### src/rtl/irq_controller_pkg.sv
// Shared types for the interrupt controller: config register map and FSM states.
package irq_controller_pkg;

  // Config register addresses on cfg_addr
  typedef enum logic [1:0] {
    CFG_MASK   = 2'd0,
    CFG_MODE   = 2'd1,
    CFG_PEND   = 2'd2,
    CFG_ACTIVE = 2'd3
  } cfg_addr_e;

  // Request FSM: either idle or holding a request until the control unit acks
  typedef enum logic {
    ST_IDLE = 1'b0,
    ST_REQ  = 1'b1
  } state_e;

endpackage

### src/rtl/irq_controller_if.sv
// Bus between the interrupt controller and the control unit: config access
// plus the request / acknowledge / end-of-interrupt handshake.
interface irq_controller_if #(
  parameter int NUM_IRQ = 8,
  parameter int ADDR_W  = 32
) ();
  localparam int ID_W = $clog2(NUM_IRQ);

  logic               cfg_we;
  logic [1:0]         cfg_addr;
  logic [NUM_IRQ-1:0] cfg_wdata;
  logic [NUM_IRQ-1:0] cfg_rdata;
  logic               int_req;
  logic [ID_W-1:0]    int_id;
  logic [ADDR_W-1:0]  int_vector;
  logic               int_ack;
  logic               eoi;

  // Control unit side
  modport master (
    output cfg_we, cfg_addr, cfg_wdata, int_ack, eoi,
    input  cfg_rdata, int_req, int_id, int_vector
  );

  // Interrupt controller side
  modport slave (
    input  cfg_we, cfg_addr, cfg_wdata, int_ack, eoi,
    output cfg_rdata, int_req, int_id, int_vector
  );
endinterface

### src/rtl/irq_prio_enc.sv
// Find-first-set priority encoder: lowest set bit wins (index 0 = highest priority).
module irq_prio_enc #(
  parameter int N = 8
) (
  input  logic [N-1:0]         vec,
  output logic                 valid,
  output logic [$clog2(N)-1:0] idx
);
  localparam int IDX_W = $clog2(N);

  // Scan from the top down so the lowest set index is the last one written
  always_comb begin
    valid = 1'b0;
    idx   = '0;
    for (int i = N - 1; i >= 0; i--) begin
      if (vec[i]) begin
        valid = 1'b1;
        idx   = IDX_W'(i);
      end
    end
  end
endmodule

### src/rtl/irq_controller.sv
// Multi-source interrupt controller: synchronises sources, latches pending,
// applies mask/mode/fixed priority with nesting, and presents one held
// request plus vector to the control unit until it is acknowledged.
module irq_controller
  import irq_controller_pkg::*;
#(
  parameter int                NUM_IRQ    = 8,
  parameter int                ADDR_W     = 32,
  parameter logic [ADDR_W-1:0] VEC_BASE   = 'h100,
  parameter int                VEC_STRIDE = 4
) (
  input  logic               clk,
  input  logic               rst,
  input  logic [NUM_IRQ-1:0] irq_in,
  irq_controller_if.slave    bus
);
  localparam int ID_W = $clog2(NUM_IRQ);

  logic [NUM_IRQ-1:0] sync1_q, sync1_d, sync2_q, sync2_d, dly_q, dly_d;
  logic [NUM_IRQ-1:0] mask_q, mask_d, mode_q, mode_d;
  logic [NUM_IRQ-1:0] pend_q, pend_d, act_q, act_d;
  state_e             state_q, state_d;
  logic [ID_W-1:0]    id_q, id_d;
  logic [ADDR_W-1:0]  vec_q, vec_d;

  logic [NUM_IRQ-1:0] rise, elig, w1c, mode_chg, rdata;
  logic               cand_valid, act_valid, preempt_ok, ack_take;
  logic [ID_W-1:0]    cand_idx, act_idx;
  cfg_addr_e          addr;

  // Vector for a source id; wraps modulo 2^ADDR_W
  function automatic logic [ADDR_W-1:0] vec_of(input logic [ID_W-1:0] id);
    return VEC_BASE + ADDR_W'(id) * ADDR_W'(VEC_STRIDE);
  endfunction

  assign addr     = cfg_addr_e'(bus.cfg_addr);
  assign rise     = sync2_q & ~dly_q;
  assign elig     = pend_q & mask_q & ~act_q;
  assign ack_take = bus.int_ack && (state_q == ST_REQ);
  assign w1c      = (bus.cfg_we && addr == CFG_PEND) ? bus.cfg_wdata : '0;
  assign mode_chg = (bus.cfg_we && addr == CFG_MODE) ? (bus.cfg_wdata ^ mode_q) : '0;

  irq_prio_enc #(.N(NUM_IRQ)) u_cand_enc (
    .vec   (elig),
    .valid (cand_valid),
    .idx   (cand_idx)
  );

  irq_prio_enc #(.N(NUM_IRQ)) u_act_enc (
    .vec   (act_q),
    .valid (act_valid),
    .idx   (act_idx)
  );

  // A candidate may only interrupt if it outranks everything already in service
  assign preempt_ok = !act_valid || (cand_idx < act_idx);

  // Two-flop synchroniser followed by one delay flop for edge detection
  always_comb begin
    sync1_d = irq_in;
    sync2_d = sync1_q;
    dly_d   = sync2_q;
  end

  // MASK and MODE are plain read/write registers
  always_comb begin
    mask_d = mask_q;
    mode_d = mode_q;
    if (bus.cfg_we) begin
      case (addr)
        CFG_MASK: mask_d = bus.cfg_wdata;
        CFG_MODE: mode_d = bus.cfg_wdata;
        default:  ;
      endcase
    end
  end

  // Pending: level bits track the synced input, edge bits latch rises (set beats clear)
  always_comb begin
    pend_d = pend_q;
    for (int i = 0; i < NUM_IRQ; i++) begin
      if (!mode_q[i]) begin
        pend_d[i] = sync2_q[i];
      end else if (rise[i]) begin
        pend_d[i] = 1'b1;
      end else if (w1c[i] || (ack_take && id_q == ID_W'(i))) begin
        pend_d[i] = 1'b0;
      end
      if (mode_chg[i]) begin
        pend_d[i] = 1'b0;
      end
    end
  end

  // In-service set: eoi retires the highest-priority active source, then ack adds the new one
  always_comb begin
    act_d = act_q;
    if (bus.eoi && act_valid) begin
      act_d[act_idx] = 1'b0;
    end
    if (ack_take) begin
      act_d[id_q] = 1'b1;
    end
  end

  // Request FSM: latch id/vector on entry to REQ and hold them until ack
  always_comb begin
    state_d = state_q;
    id_d    = id_q;
    vec_d   = vec_q;
    case (state_q)
      ST_IDLE: begin
        if (cand_valid && preempt_ok) begin
          state_d = ST_REQ;
          id_d    = cand_idx;
          vec_d   = vec_of(cand_idx);
        end
      end
      ST_REQ: begin
        if (bus.int_ack) begin
          state_d = ST_IDLE;
        end
      end
      default: state_d = ST_IDLE;
    endcase
  end

  // Combinational config read mux
  always_comb begin
    rdata = '0;
    case (addr)
      CFG_MASK:   rdata = mask_q;
      CFG_MODE:   rdata = mode_q;
      CFG_PEND:   rdata = pend_q;
      CFG_ACTIVE: rdata = act_q;
      default:    rdata = '0;
    endcase
  end

  assign bus.cfg_rdata  = rdata;
  assign bus.int_req    = (state_q == ST_REQ);
  assign bus.int_id     = id_q;
  assign bus.int_vector = vec_q;

  // State registers with synchronous active-low reset
  always_ff @(posedge clk) begin
    if (!rst) begin
      sync1_q <= '0;
      sync2_q <= '0;
      dly_q   <= '0;
      mask_q  <= '0;
      mode_q  <= '0;
      pend_q  <= '0;
      act_q   <= '0;
      state_q <= ST_IDLE;
      id_q    <= '0;
      vec_q   <= VEC_BASE;
    end else begin
      sync1_q <= sync1_d;
      sync2_q <= sync2_d;
      dly_q   <= dly_d;
      mask_q  <= mask_d;
      mode_q  <= mode_d;
      pend_q  <= pend_d;
      act_q   <= act_d;
      state_q <= state_d;
      id_q    <= id_d;
      vec_q   <= vec_d;
    end
  end
endmodule

### src/flat_wrapper.sv
// flat-port wrapper written by rule: the top's interface ports become plain ports
module irq_controller_flat import irq_controller_pkg::*;
#(
  parameter int                NUM_IRQ    = 8,
  parameter int                ADDR_W     = 32,
  parameter logic [ADDR_W-1:0] VEC_BASE   = 'h100,
  parameter int                VEC_STRIDE = 4
)
  (clk, rst, irq_in, bus_cfg_we, bus_cfg_addr, bus_cfg_wdata, bus_int_ack, bus_eoi, bus_cfg_rdata, bus_int_req, bus_int_id, bus_int_vector);
  irq_controller_if #(.NUM_IRQ(NUM_IRQ), .ADDR_W(ADDR_W)) bus_i ();
  input  logic clk;
  input  logic rst;
  input  logic [NUM_IRQ-1:0] irq_in;
  input wire logic [$bits(bus_i.cfg_we)-1:0] bus_cfg_we;
  input wire logic [$bits(bus_i.cfg_addr)-1:0] bus_cfg_addr;
  input wire logic [$bits(bus_i.cfg_wdata)-1:0] bus_cfg_wdata;
  input wire logic [$bits(bus_i.int_ack)-1:0] bus_int_ack;
  input wire logic [$bits(bus_i.eoi)-1:0] bus_eoi;
  output wire logic [$bits(bus_i.cfg_rdata)-1:0] bus_cfg_rdata;
  output wire logic [$bits(bus_i.int_req)-1:0] bus_int_req;
  output wire logic [$bits(bus_i.int_id)-1:0] bus_int_id;
  output wire logic [$bits(bus_i.int_vector)-1:0] bus_int_vector;
  assign bus_i.cfg_we = bus_cfg_we;
  assign bus_i.cfg_addr = bus_cfg_addr;
  assign bus_i.cfg_wdata = bus_cfg_wdata;
  assign bus_i.int_ack = bus_int_ack;
  assign bus_i.eoi = bus_eoi;
  assign bus_cfg_rdata = bus_i.cfg_rdata;
  assign bus_int_req = bus_i.int_req;
  assign bus_int_id = bus_i.int_id;
  assign bus_int_vector = bus_i.int_vector;
  irq_controller #(.NUM_IRQ(NUM_IRQ), .ADDR_W(ADDR_W), .VEC_BASE(VEC_BASE), .VEC_STRIDE(VEC_STRIDE)) u_core (.clk(clk), .rst(rst), .irq_in(irq_in), .bus(bus_i));
endmodule
### config.mk
export PLATFORM = sky130hd
export DESIGN_NAME = irq_controller_flat
export DESIGN_NICKNAME = d
export VERILOG_FILES = /design/src/rtl/irq_controller_pkg.sv /design/src/rtl/irq_controller_if.sv /design/src/rtl/irq_prio_enc.sv /design/src/rtl/irq_controller.sv /design/src/flat_wrapper.sv
export SDC_FILE = /design/constraint.sdc
export NUM_CORES = 1
export LEC_CHECK = 0
export CORE_ASPECT_RATIO = 0.7
export CORE_MARGIN = 2
export CORE_UTILIZATION = 67
export CTS_BUF_LIST = sky130_fd_sc_hd__clkbuf_16
export DETAILED_ROUTE_END_ITERATION = 10
export DONT_BUFFER_PORTS = 1
export GPL_TIMING_DRIVEN = 0
export PLACE_DENSITY = 0.83
export SLEW_MARGIN = 0
export SYNTH_ARGS = -nofsm -noshare
export SYNTH_HDL_FRONTEND = slang
export SYNTH_SLANG_ARGS = --single-unit
### constraint.sdc
create_clock -name clk -period 3.36 [get_ports clk]
set_input_delay 0.336 -clock clk [delete_from_list [all_inputs] [get_ports clk]]
set_output_delay 0.336 -clock clk [all_outputs]
set_load 0.03 [all_outputs]
# After elaboration in Yosys (flattened, before gate mapping)
# Index checks and enable logic that the tools add are counted.
[op_classes] order_cmp=5 n_addsub=1 mux=68 bitwise_logic=11 n_eq_ne=18 n_reduce_logical=38
[ops] operator="3-bit 2-to-1 mux" n=16
[ops] operator="1-bit 2-to-1 mux" n=44
[ops] operator="8-bit bitwise AND" n=4
[ops] operator="8-bit 2-to-1 mux" n=4
[ops] operator="8-bit case mux with 4 select lines" n=1
[ops] operator="3-bit != test (second input constant)" n=8
[ops] operator="8-bit inverter" n=3
[ops] operator="2-bit OR reduction" n=8
[ops] operator="1-bit logical AND" n=15
[ops] operator="3-bit equality test (second input constant)" n=4
[ops] operator="9-bit by 5-bit adder with 10-bit output (first input constant)" n=1
[ops] operator="1-bit logical OR" n=9
[ops] operator="3-bit by 4-bit less-than comparator with 1-bit output (second input constant)" n=2
[ops] operator="8-bit bitwise OR" n=1
[ops] operator="8-bit bitwise XOR" n=1
[ops] operator="1-bit demux with 3-bit select" n=2
[ops] operator="3-bit by 2-bit equality test with 1-bit output (second input constant)" n=2
[ops] operator="3-bit by 1-bit greater-or-equal comparator with 1-bit output (second input constant)" n=2
[ops] operator="2-bit AND reduction" n=3
[ops] operator="2-bit equality test (second input constant)" n=2
[ops] operator="3-bit by 1-bit equality test with 1-bit output (second input constant)" n=1
[ops] operator="3-bit zero test" n=1
[ops] operator="3-bit less-than comparator" n=1
[ops] operator="2-bit by 1-bit equality test with 1-bit output (second input constant)" n=1
[ops] operator="4 further kinds" n=5
[totals] in_bits=23 elab_cells=158 regBits=92

# Depth between registers and ports, before layout
# Gate-level depths: netlist (run 1).
[depth] depth_word=17 depth_mapped=10 mapped_depth_nobuf=10

# By module
# From an unflattened synthesis (run 1), not the netlist that was laid out.
[unflattened] cells_unflattened=336 area_unflattened_um2=3054.2
[by_module_without_submodules] mod="irq_controller" area_each_um2=2894.0 cells_each=310 seq_area_each_um2=1201.2 n_inst=1
[by_module_without_submodules] mod="irq_prio_enc" area_each_um2=80.1 cells_each=13 seq_area_each_um2=0.0 n_inst=2

# Worst setup path before layout (run 1)
# OpenSTA, ideal clock, no wires.
[synth_timing] path_kind="reg-to-reg" startpoint="reg u_core.act_q[6]" endpoint="reg u_core.id_q[1] (netlist: u_core.bus.int_id[1])" slack_ns=1.376 t_arrival_ns=1.851 period_less_slack_ns=1.984 path_stages_with_launch=11 n_path_buf=0 required_time_ns=3.228 cell_sequence="dfxtp_1 -> and3b_1 -> nand2b_1 -> nor2_1 -> nor2_1 -> ha_1 -> a221oi_2 -> nand2_2 -> o21a_1 -> o21ai_1 -> a21oi_1"
[synth_via] elab_chain_cells=13
[synth_lines] element="start, declared" line_no="irq_controller.sv:21" text="logic [NUM_IRQ-1:0] pend_q, pend_d, act_q, act_d;"
[synth_lines] element="start signal, assigned" line_no="irq_controller.sv:165" text="act_q <= act_d;"
[synth_lines] element="8-bit inverter" line_no="irq_controller.sv:38" text="assign elig = pend_q & mask_q & ~act_q;"
[synth_lines] element="8-bit bitwise AND" line_no="irq_controller.sv:38"
[synth_lines] element="3-bit 2-to-1 mux (7 in series)" line_no="irq_prio_enc.sv:16" text="if (vec[i]) begin"
[synth_lines] element="named net u_core.cand_idx[2]" line_no="irq_controller.sv:28" text="logic [ID_W-1:0] cand_idx, act_idx;"
[synth_lines] element="3-bit less-than comparator" line_no="irq_controller.sv:56" text="assign preempt_ok = !act_valid || (cand_idx < act_idx);"
[synth_lines] element="1-bit logical OR" line_no="irq_controller.sv:56"
[synth_lines] element="1-bit logical AND" line_no="irq_controller.sv:113" text="if (cand_valid && preempt_ok) begin"
[synth_lines] element="2-bit AND reduction (no line)"
[synth_lines] element="end signal, assigned" line_no="irq_controller.sv:167" text="id_q <= id_d;"
[synth_lines] element="end, declared" line_no="irq_controller.sv:23" text="logic [ID_W-1:0] id_q, id_d;"
# The timed path passes the listed nets, and every way through them passes these cells.
# A chain may end at the register's enable or synchronous reset.

# Worst setup path after layout (run 1)
[layout_timing] startpoint="reg u_core.act_q[6]" endpoint="reg u_core.id_q[2] (netlist: u_core.bus.int_id[2])"
# Same word-level chain as after synthesis.

==> impl_metrics.toml, run 1 <==
[final_layout]
finalNetCount = 389
ff_latch_area_mm2 = 0.00120
area_growth_pct = 14.7
multiInputGateArea_mm2 = 0.00150
post_route_cells_drive_above_1_share_pct = 16.8
antenna_cells = 0
layout.cells.non_filler = 421
fillCellCount = 252

[timing]
worst-slew-pin-transition_ns = 0.770
finalHoldViolCount = 0
slew-limit-headroom_pct = 48.5
final-setup-viol-count = 0
clock.fmax_ghz = 0.435
rsz0062_at_grt = "no"
share_of_the_clock_period_used_by_the_worst_path_after_layout_pct = 68.3
period_needed_ns = 2.30
worst_skew_ns = 0.00521
totalNegativeSetupSlack_ns = 0
timing_max_transition_violations_final = 0

[synth]
most_frequent_cell_after_synthesis = "sky130_fd_sc_hd__dfxtp_1"
ys_top_cells_by_area = "sky130_fd_sc_hd__dfxtp_1 (41%), sky130_fd_sc_hd__buf_4 (8.5%), sky130_fd_sc_hd__nand2_1 (6.5%), sky130_fd_sc_hd__mux4_2 (5.4%), sky130_fd_sc_hd__and2_1 (5.2%)"
yosys_warnings = 0
avg_synthesized_cell_area_um2 = 8.91
synthesis.area_mm2 = 0.00291
synth_enable_flop_cells = 0
synth.cells.most_frequent = "sky130_fd_sc_hd__dfxtp_1 (60), sky130_fd_sc_hd__nand2_1 (50), sky130_fd_sc_hd__buf_4 (33)"
synth_largest_area_cell = "sky130_fd_sc_hd__dfxtp_1"
synth-async-reset-ratio_pct = 0
sequential_to_total_area_share_from_yosys_stat_pct = 41.3
post-synth-top-area-fraction_pct = 41.3
synth_ff_type = "sky130_fd_sc_hd__dfxtp_1"
yosys.cell_types.count = 44
yosys_register_bits = 60
synthCells = 326

[worst_hold_path]
whs_endpoint = "u_core.sync1_q[0]"
min_path_type = "in2reg"
hold_path_depth = 1
min-delay-start = "irq_in[0]"

[route]
drc = 0
route.antenna.remaining_nets = 0
detail_route.first_pass.iterations = 5
dr.first_iter.drc_count = 229
postRouteWirelength_um = 6740
average_via_count_per_standard_cell = 5.81
via_count = 2447
routedWlPerCell_um = 16.0

[grt]
grt_pass1_vias = 2250
maximum_number_of_pins_on_one_net_before_global_route_repair = 11
global_route_wire_length_before_repair_um = 10700
grt_util_all_layers_pct = 29.8
global_route.overflow_total = 0
initial_antenna_violation_count = 0

[clock_tree]
cts.path.max_buffers = 2
path_clk_slew_ns = 0.05
cts_buffers = 9
postCtsSetupBuffers = 0
clock_tree.htree_level_count = 3
insertion_delay_ns = 0.32
cts_num_sinks = 60
cts.repair.resized = 0
clk_root_buffer_cell = "sky130_fd_sc_hd__clkbuf_16"
post_cts_hold_fix_bufs = 0
tritoncts = "built"

[flow_run]
maxCapViolCount = 0

[critical_path]
rr_endpoint = "u_core.bus.int_id[2]"
critical_path_peak_fanout = 5
worstSetupPathType = "reg2reg"
required_ns = 3.54
worst_r2r_path_depth = 10
critical_path_arrival_ns = 2.47
regToRegStartpoint = "u_core.act_q[6]"
rrSetupSlack_ns = 1.06
setup.worst_path.start_class = "register"
critPathCaptureType = "register"

[placement]
post-dp-hpwl_um = 4940
gpl_congestion = 0.889
numPlacedInstances = 405
place.port_buffers = 0

[die]
dieHeight_um = 59.1
starting_utilization_of_the_core_area_pct = 71.9
floorplan.io_pins = 67
fp.dieW_um = 82.7
std_cell_rows = 19
core_area_mm2 = 0.00404
dieArea_mm2 = 0.00489

[power]
max-vdd-ir-drop_mv = 0.464
powerDensity_mw_per_mm2 = 504
p_leak_nw = 1.33

[outcome]
run_status = "completed"
where the power goes:
group / switching, mW / total [mW] / leakage (nW) / internal, mW
clock network: 0.304 / 0.789 / 0.125 / 0.485
registers: 0.0119 / 0.744 / 0.489 / 0.732
logic: 0.0942 / 0.147 / 0.716 / 0.0524
total: 0.410 / 1.68 / 1.33 / 1.27
layout make-up:
cell class | count | area share (%)
Clock inverter | 7 | 1.05
Sequential cell | 60 | 36.0
Clock buffer | 9 | 6.76
Inverter | 4 | 0.451
Buffer | 44 | 8.82
Multi-Input combinational cell | 245 | 44.9
Tap cell | 52 | 1.95
critical path, stage by stage, from the launching register on:
cell and delay (ns):
sky130_fd_sc_hd__dfxtp_1 0.35, sky130_fd_sc_hd__and3b_1 0.27, sky130_fd_sc_hd__nand2b_1 0.16, sky130_fd_sc_hd__nand3_1 0.08, sky130_fd_sc_hd__a31oi_1 0.26, sky130_fd_sc_hd__ha_1 0.28, sky130_fd_sc_hd__o21a_1 0.16, sky130_fd_sc_hd__o22a_1 0.23
sky130_fd_sc_hd__o21a_1 0.14, sky130_fd_sc_hd__o21ai_1 0.13, sky130_fd_sc_hd__a21oi_1 0.07
state kept, by name, summed over array words and instances (netlist names):
register / count
u_core.bus.int_id: 3
u_core.mode_q: 8
u_core.bus.int_req: 1
u_core.dly_q: 8
u_core.act_q: 8
u_core.pend_q: 8
u_core.mask_q: 8
u_core.dly_d: 8
u_core.sync1_q: 8
layer usage:
| metal | track usage (%) | vias to the layer above | share of wire [%] |
|---|---|---|---|
| li1 | - | 1158 | - |
| met1 | 38.4 | 1147 | 41 |
| met2 | 46.9 | 134 | 47 |
| met3 | 11.4 | 8 | 11 |
| met4 | 9.13 | 0 | 0.93 |
| met5 | 0 | - | 0 |
cell usage in the layout (no fill, tap or decap), types with 6 or more instances in the layout:
master	instances
sky130_fd_sc_hd__mux4_2	7
sky130_fd_sc_hd__clkbuf_1	7
sky130_fd_sc_hd__conb_1	29
sky130_fd_sc_hd__o21ai_0	6
sky130_fd_sc_hd__dfxtp_1	60
sky130_fd_sc_hd__and2_1	24
sky130_fd_sc_hd__a32oi_1	8
sky130_fd_sc_hd__clkbuf_16	9
sky130_fd_sc_hd__nor4_1	7
sky130_fd_sc_hd__mux2i_1	8
sky130_fd_sc_hd__nor3b_1	8
sky130_fd_sc_hd__nand2_1	50
sky130_fd_sc_hd__nand3b_1	7
sky130_fd_sc_hd__buf_4	33
sky130_fd_sc_hd__nor2_1	21
sky130_fd_sc_hd__a21oi_1	28
sky130_fd_sc_hd__nand3_1	7
worst max path at each step:
stage | slack, ns | startpoint | endpoint | cells past startpoint
floorplan | 1.38 | u_core.act_q[6] | u_core.bus.int_id[1] | 10
global placement | 1.15 | u_core.act_q[6] | u_core.bus.int_id[1] | 10
detailed placement | 1.12 | u_core.act_q[6] | u_core.bus.int_id[2] | 10
CTS | 1.07 | u_core.act_q[6] | u_core.bus.int_id[2] | 10
global route | 0.81 | u_core.act_q[6] | u_core.bus.int_id[1] | 10
finish | 1.06 | u_core.act_q[6] | u_core.bus.int_id[2] | 10
cells by family (layout without fill, tap and decap cells):
group           count (synthesis)  after routing  synth area share [%]
simple gates                  141            141                  24.9
fa+ha+maj                       2              2                 0.861
compound gates                 57             57                  12.9
buf+inv                        48             64                  10.6
mux                            16             16                  9.09
flops                          60             60                  41.3
other cells                     2             29                 0.258
metrics by stage:
| stage | util [%] | hold slack (ns) | power [mW] | instance area, um2 | setup WS, ns |
|---|---|---|---|---|---|
| after floorplan | - | 0.412 | 0.881 | 3010 | 1.38 |
| after global placement | 76.0 | 0.415 | 0.898 | 3070 | 1.15 |
| after detailed placement | 76.0 | 0.418 | 0.900 | 3070 | 1.12 |
| after CTS | 82.4 | 0.137 | 1.67 | 3330 | 1.07 |
| after global routing | 82.4 | 0.134 | 1.73 | 3330 | 0.806 |
| final | 82.4 | 0.138 | 1.68 | 3330 | 1.06 |
Note: power is estimated with default switching activity, not from simulation.
==> run 2, diff against run 1 <==
--- a/config.mk
+++ b/config.mk
@@ -7,12 +7,12 @@
 export LEC_CHECK = 0
 export CORE_ASPECT_RATIO = 0.7
 export CORE_MARGIN = 2
-export CORE_UTILIZATION = 67
+export CORE_UTILIZATION = 63
 export CTS_BUF_LIST = sky130_fd_sc_hd__clkbuf_16
 export DETAILED_ROUTE_END_ITERATION = 10
 export DONT_BUFFER_PORTS = 1
 export GPL_TIMING_DRIVEN = 0
-export PLACE_DENSITY = 0.83
+export PLACE_DENSITY = 0.79
 export SLEW_MARGIN = 0
 export SYNTH_ARGS = -nofsm -noshare
 export SYNTH_HDL_FRONTEND = slang
==> constraint.sdc (replaced) <==
create_clock -name clk -period 2.4 [get_ports clk]
set_input_delay 0.24 -clock clk [delete_from_list [all_inputs] [get_ports clk]]
set_output_delay 0.24 -clock clk [all_outputs]
set_load 0.03 [all_outputs]
==> impl_metrics.toml, run 2 (synthesized netlist as in run 1, its figures left out) <==
[outcome]
run_status = "completed"

[final_layout]
area_growth_pct = 16.2
antenna_cells = 0
commonest_non_fill_non_tap_cell_in_the_layout = "sky130_fd_sc_hd__dfxtp_1"
final_cell_mix = "sky130_fd_sc_hd__dfxtp_1 (59), sky130_fd_sc_hd__nand2_1 (50), sky130_fd_sc_hd__buf_4 (34), sky130_fd_sc_hd__conb_1 (29), sky130_fd_sc_hd__a21oi_1 (28)"
utilization_pct = 77.1
finalNetCount = 390
post_route_cells_drive_above_1_share_pct = 18.1

[flow_run]
maxCapViolCount = 0

[placement]
gpl_congestion = 0.900
place.port_buffers = 0
preCtsSetupSlack_ns = 0.154
post-dp-hpwl_um = 4940

[die]
starting_utilization_of_the_core_area_pct = 66.3
fp.dieW_um = 85.2
dieArea_mm2 = 0.00518
std_cell_rows = 20
core_area_mm2 = 0.00438
dieHeight_um = 60.8
floorplan.io_pins = 67

[grt]
globalRouteMet3Util_pct = 10.9
initial_antenna_violation_count = 0
met1_usage_pct = 33.4
global_route.overflow_total = 0
grt_util_all_layers_pct = 27.1
grt_pass1_vias = 2183
top_usage_layer = "met2"
maximum_number_of_pins_on_one_net_before_global_route_repair = 11
gr-usage-met2_pct = 42.5
global_route_wire_length_before_repair_um = 10400

[power]
power.share.sequential_pct = 42.4
powerDensity_mw_per_mm2 = 727
comb_power_share_pct = 8.3
max-vdd-ir-drop_mv = 0.629
net-switching-power_mw = 0.572
p_sw_share_pct = 23.3
intPower_mw = 1.88
pwr-share-clk_pct = 49.3
p_leak_nw = 1.35

[route]
drc = 0
routedWlPerCell_um = 15.8
dr.first_iter.drc_count = 195
postRouteWirelength_um = 6730
average_via_count_per_standard_cell = 5.56
detail_route.first_pass.iterations = 4
route.antenna.remaining_nets = 0
via_count = 2363

[worst_hold_path]
min_path_type = "in2reg"

[critical_path]
critical_path_peak_fanout = 6
critical_path_arrival_ns = 2.44
critical-path-max-stage-delay_ns = 0.46
top_delay_family_on_crit_path = "compound AO/OA/AOI/OAI gates"
crit_path_top_delay_cell = "sky130_fd_sc_hd__dfxtp_1"
setup.worst_path.start_class = "register"
required_ns = 2.59
crit_chain = "nand3b_1 -> nand4_1 -> nor2_2 -> ha_1 -> a221oi_2 -> nand2_2 -> o21a_1 -> o21ai_1 -> a21oi_1"
worstSetupPathType = "reg2reg"
critPathCaptureType = "register"
critical_path_buffers_and_inverters = 0

[clock_tree]
insertion_delay_ns = 0.33
cts.path.max_buffers = 2
clock_tree.htree_level_count = 3
path_clk_slew_ns = 0.05
cts_num_sinks = 60
tritoncts = "built"
post_cts_hold_fix_bufs = 0
clk_root_buffer_cell = "sky130_fd_sc_hd__clkbuf_16"
cts_buffers = 9

[timing]
clock.fmax_ghz = 0.446
rsz0062_at_grt = "no"
share_of_the_clock_period_used_by_the_worst_path_after_layout_pct = 93.5
timing_max_transition_violations_final = 0
totalNegativeSetupSlack_ns = 0
worst_skew_ns = 0.00552
slew-limit-headroom_pct = 48.9
finalHoldViolCount = 0
final-setup-viol-count = 0
period_needed_ns = 2.24
worst-slew-pin-transition_ns = 0.764
worst_slack_ns = 0.156
run 2: routing by layer:
layer / wire length [um] / vias up / part of all wire [%]
met1: 2800 / 1084 / 42
met3: 752 / 14 / 11
li1: - / 1155 / -
met5: 0 / - / 0
met2: 3090 / 110 / 46
met4: 86 / 0 / 1.3
run 2: cell type report:
class	count	area, um2
fill	325	1000
clock buffer	9	225
clock inverter	7	58.8
sequential	60	1200
inverter	4	15.0
timing repair buffer	1	7.51
buffer	44	294
tap	55	68.8
multi-input combinational	245	1510
run 2: worst register-to-register path: stages (launching register included):
cell and delay (ns):
sky130_fd_sc_hd__dfxtp_1 0.46, sky130_fd_sc_hd__nand3b_1 0.22, sky130_fd_sc_hd__nand4_1 0.17, sky130_fd_sc_hd__nor2_2 0.18
sky130_fd_sc_hd__ha_1 0.29, sky130_fd_sc_hd__a221oi_2 0.26, sky130_fd_sc_hd__nand2_2 0.11, sky130_fd_sc_hd__o21a_1 0.21
sky130_fd_sc_hd__o21ai_1 0.14, sky130_fd_sc_hd__a21oi_1 0.08
run 2: worst paths after layout:
kind | from | endpoint | slack, ns | cells after the start
max | u_core.act_q[0] | u_core.bus.int_id[1] | 0.16 | 9
min | irq_in[3] | u_core.sync1_q[3] | 0.04 | 1
max reg2reg | u_core.act_q[0] | u_core.bus.int_id[1] | 0.16 | 9
min reg2reg | u_core.sync1_q[0] | u_core.dly_d[0] | 0.43 | 1
run 2: metrics by stage:
| step | power [mW] | std cells | hold WS, ns | area, um2 |
|---|---|---|---|---|
| after detailed placement | 1.26 | 408 | 0.370 | 3080 |
| after global placement | 1.26 | 408 | 0.368 | 3080 |
| after global routing | 2.52 | 425 | 0.0375 | 3380 |
| after floorplan | 1.23 | 353 | 0.367 | 3010 |
| final | 2.46 | 425 | 0.0372 | 3380 |
| after CTS | 2.46 | 424 | 0.0345 | 3360 |
run 2: what timing repair did:
item                                   in CTS  in global routing
setup endpoints to repair                   0                  2
endpoints found under the hold margin       0                  0
buffers inserted                            0                  1
gates resized for setup                     0                  3
run 2: power groups by stage:
stage / Sequential [mW] / Combinational [mW] / Clock (mW)
after floorplan: 1.06 / 0.179 / 0
after global placement: 1.06 / 0.197 / 0
after detailed placement: 1.06 / 0.201 / 0
after CTS: 1.04 / 0.202 / 1.22
after global routing: 1.04 / 0.218 / 1.26
final: 1.04 / 0.204 / 1.21
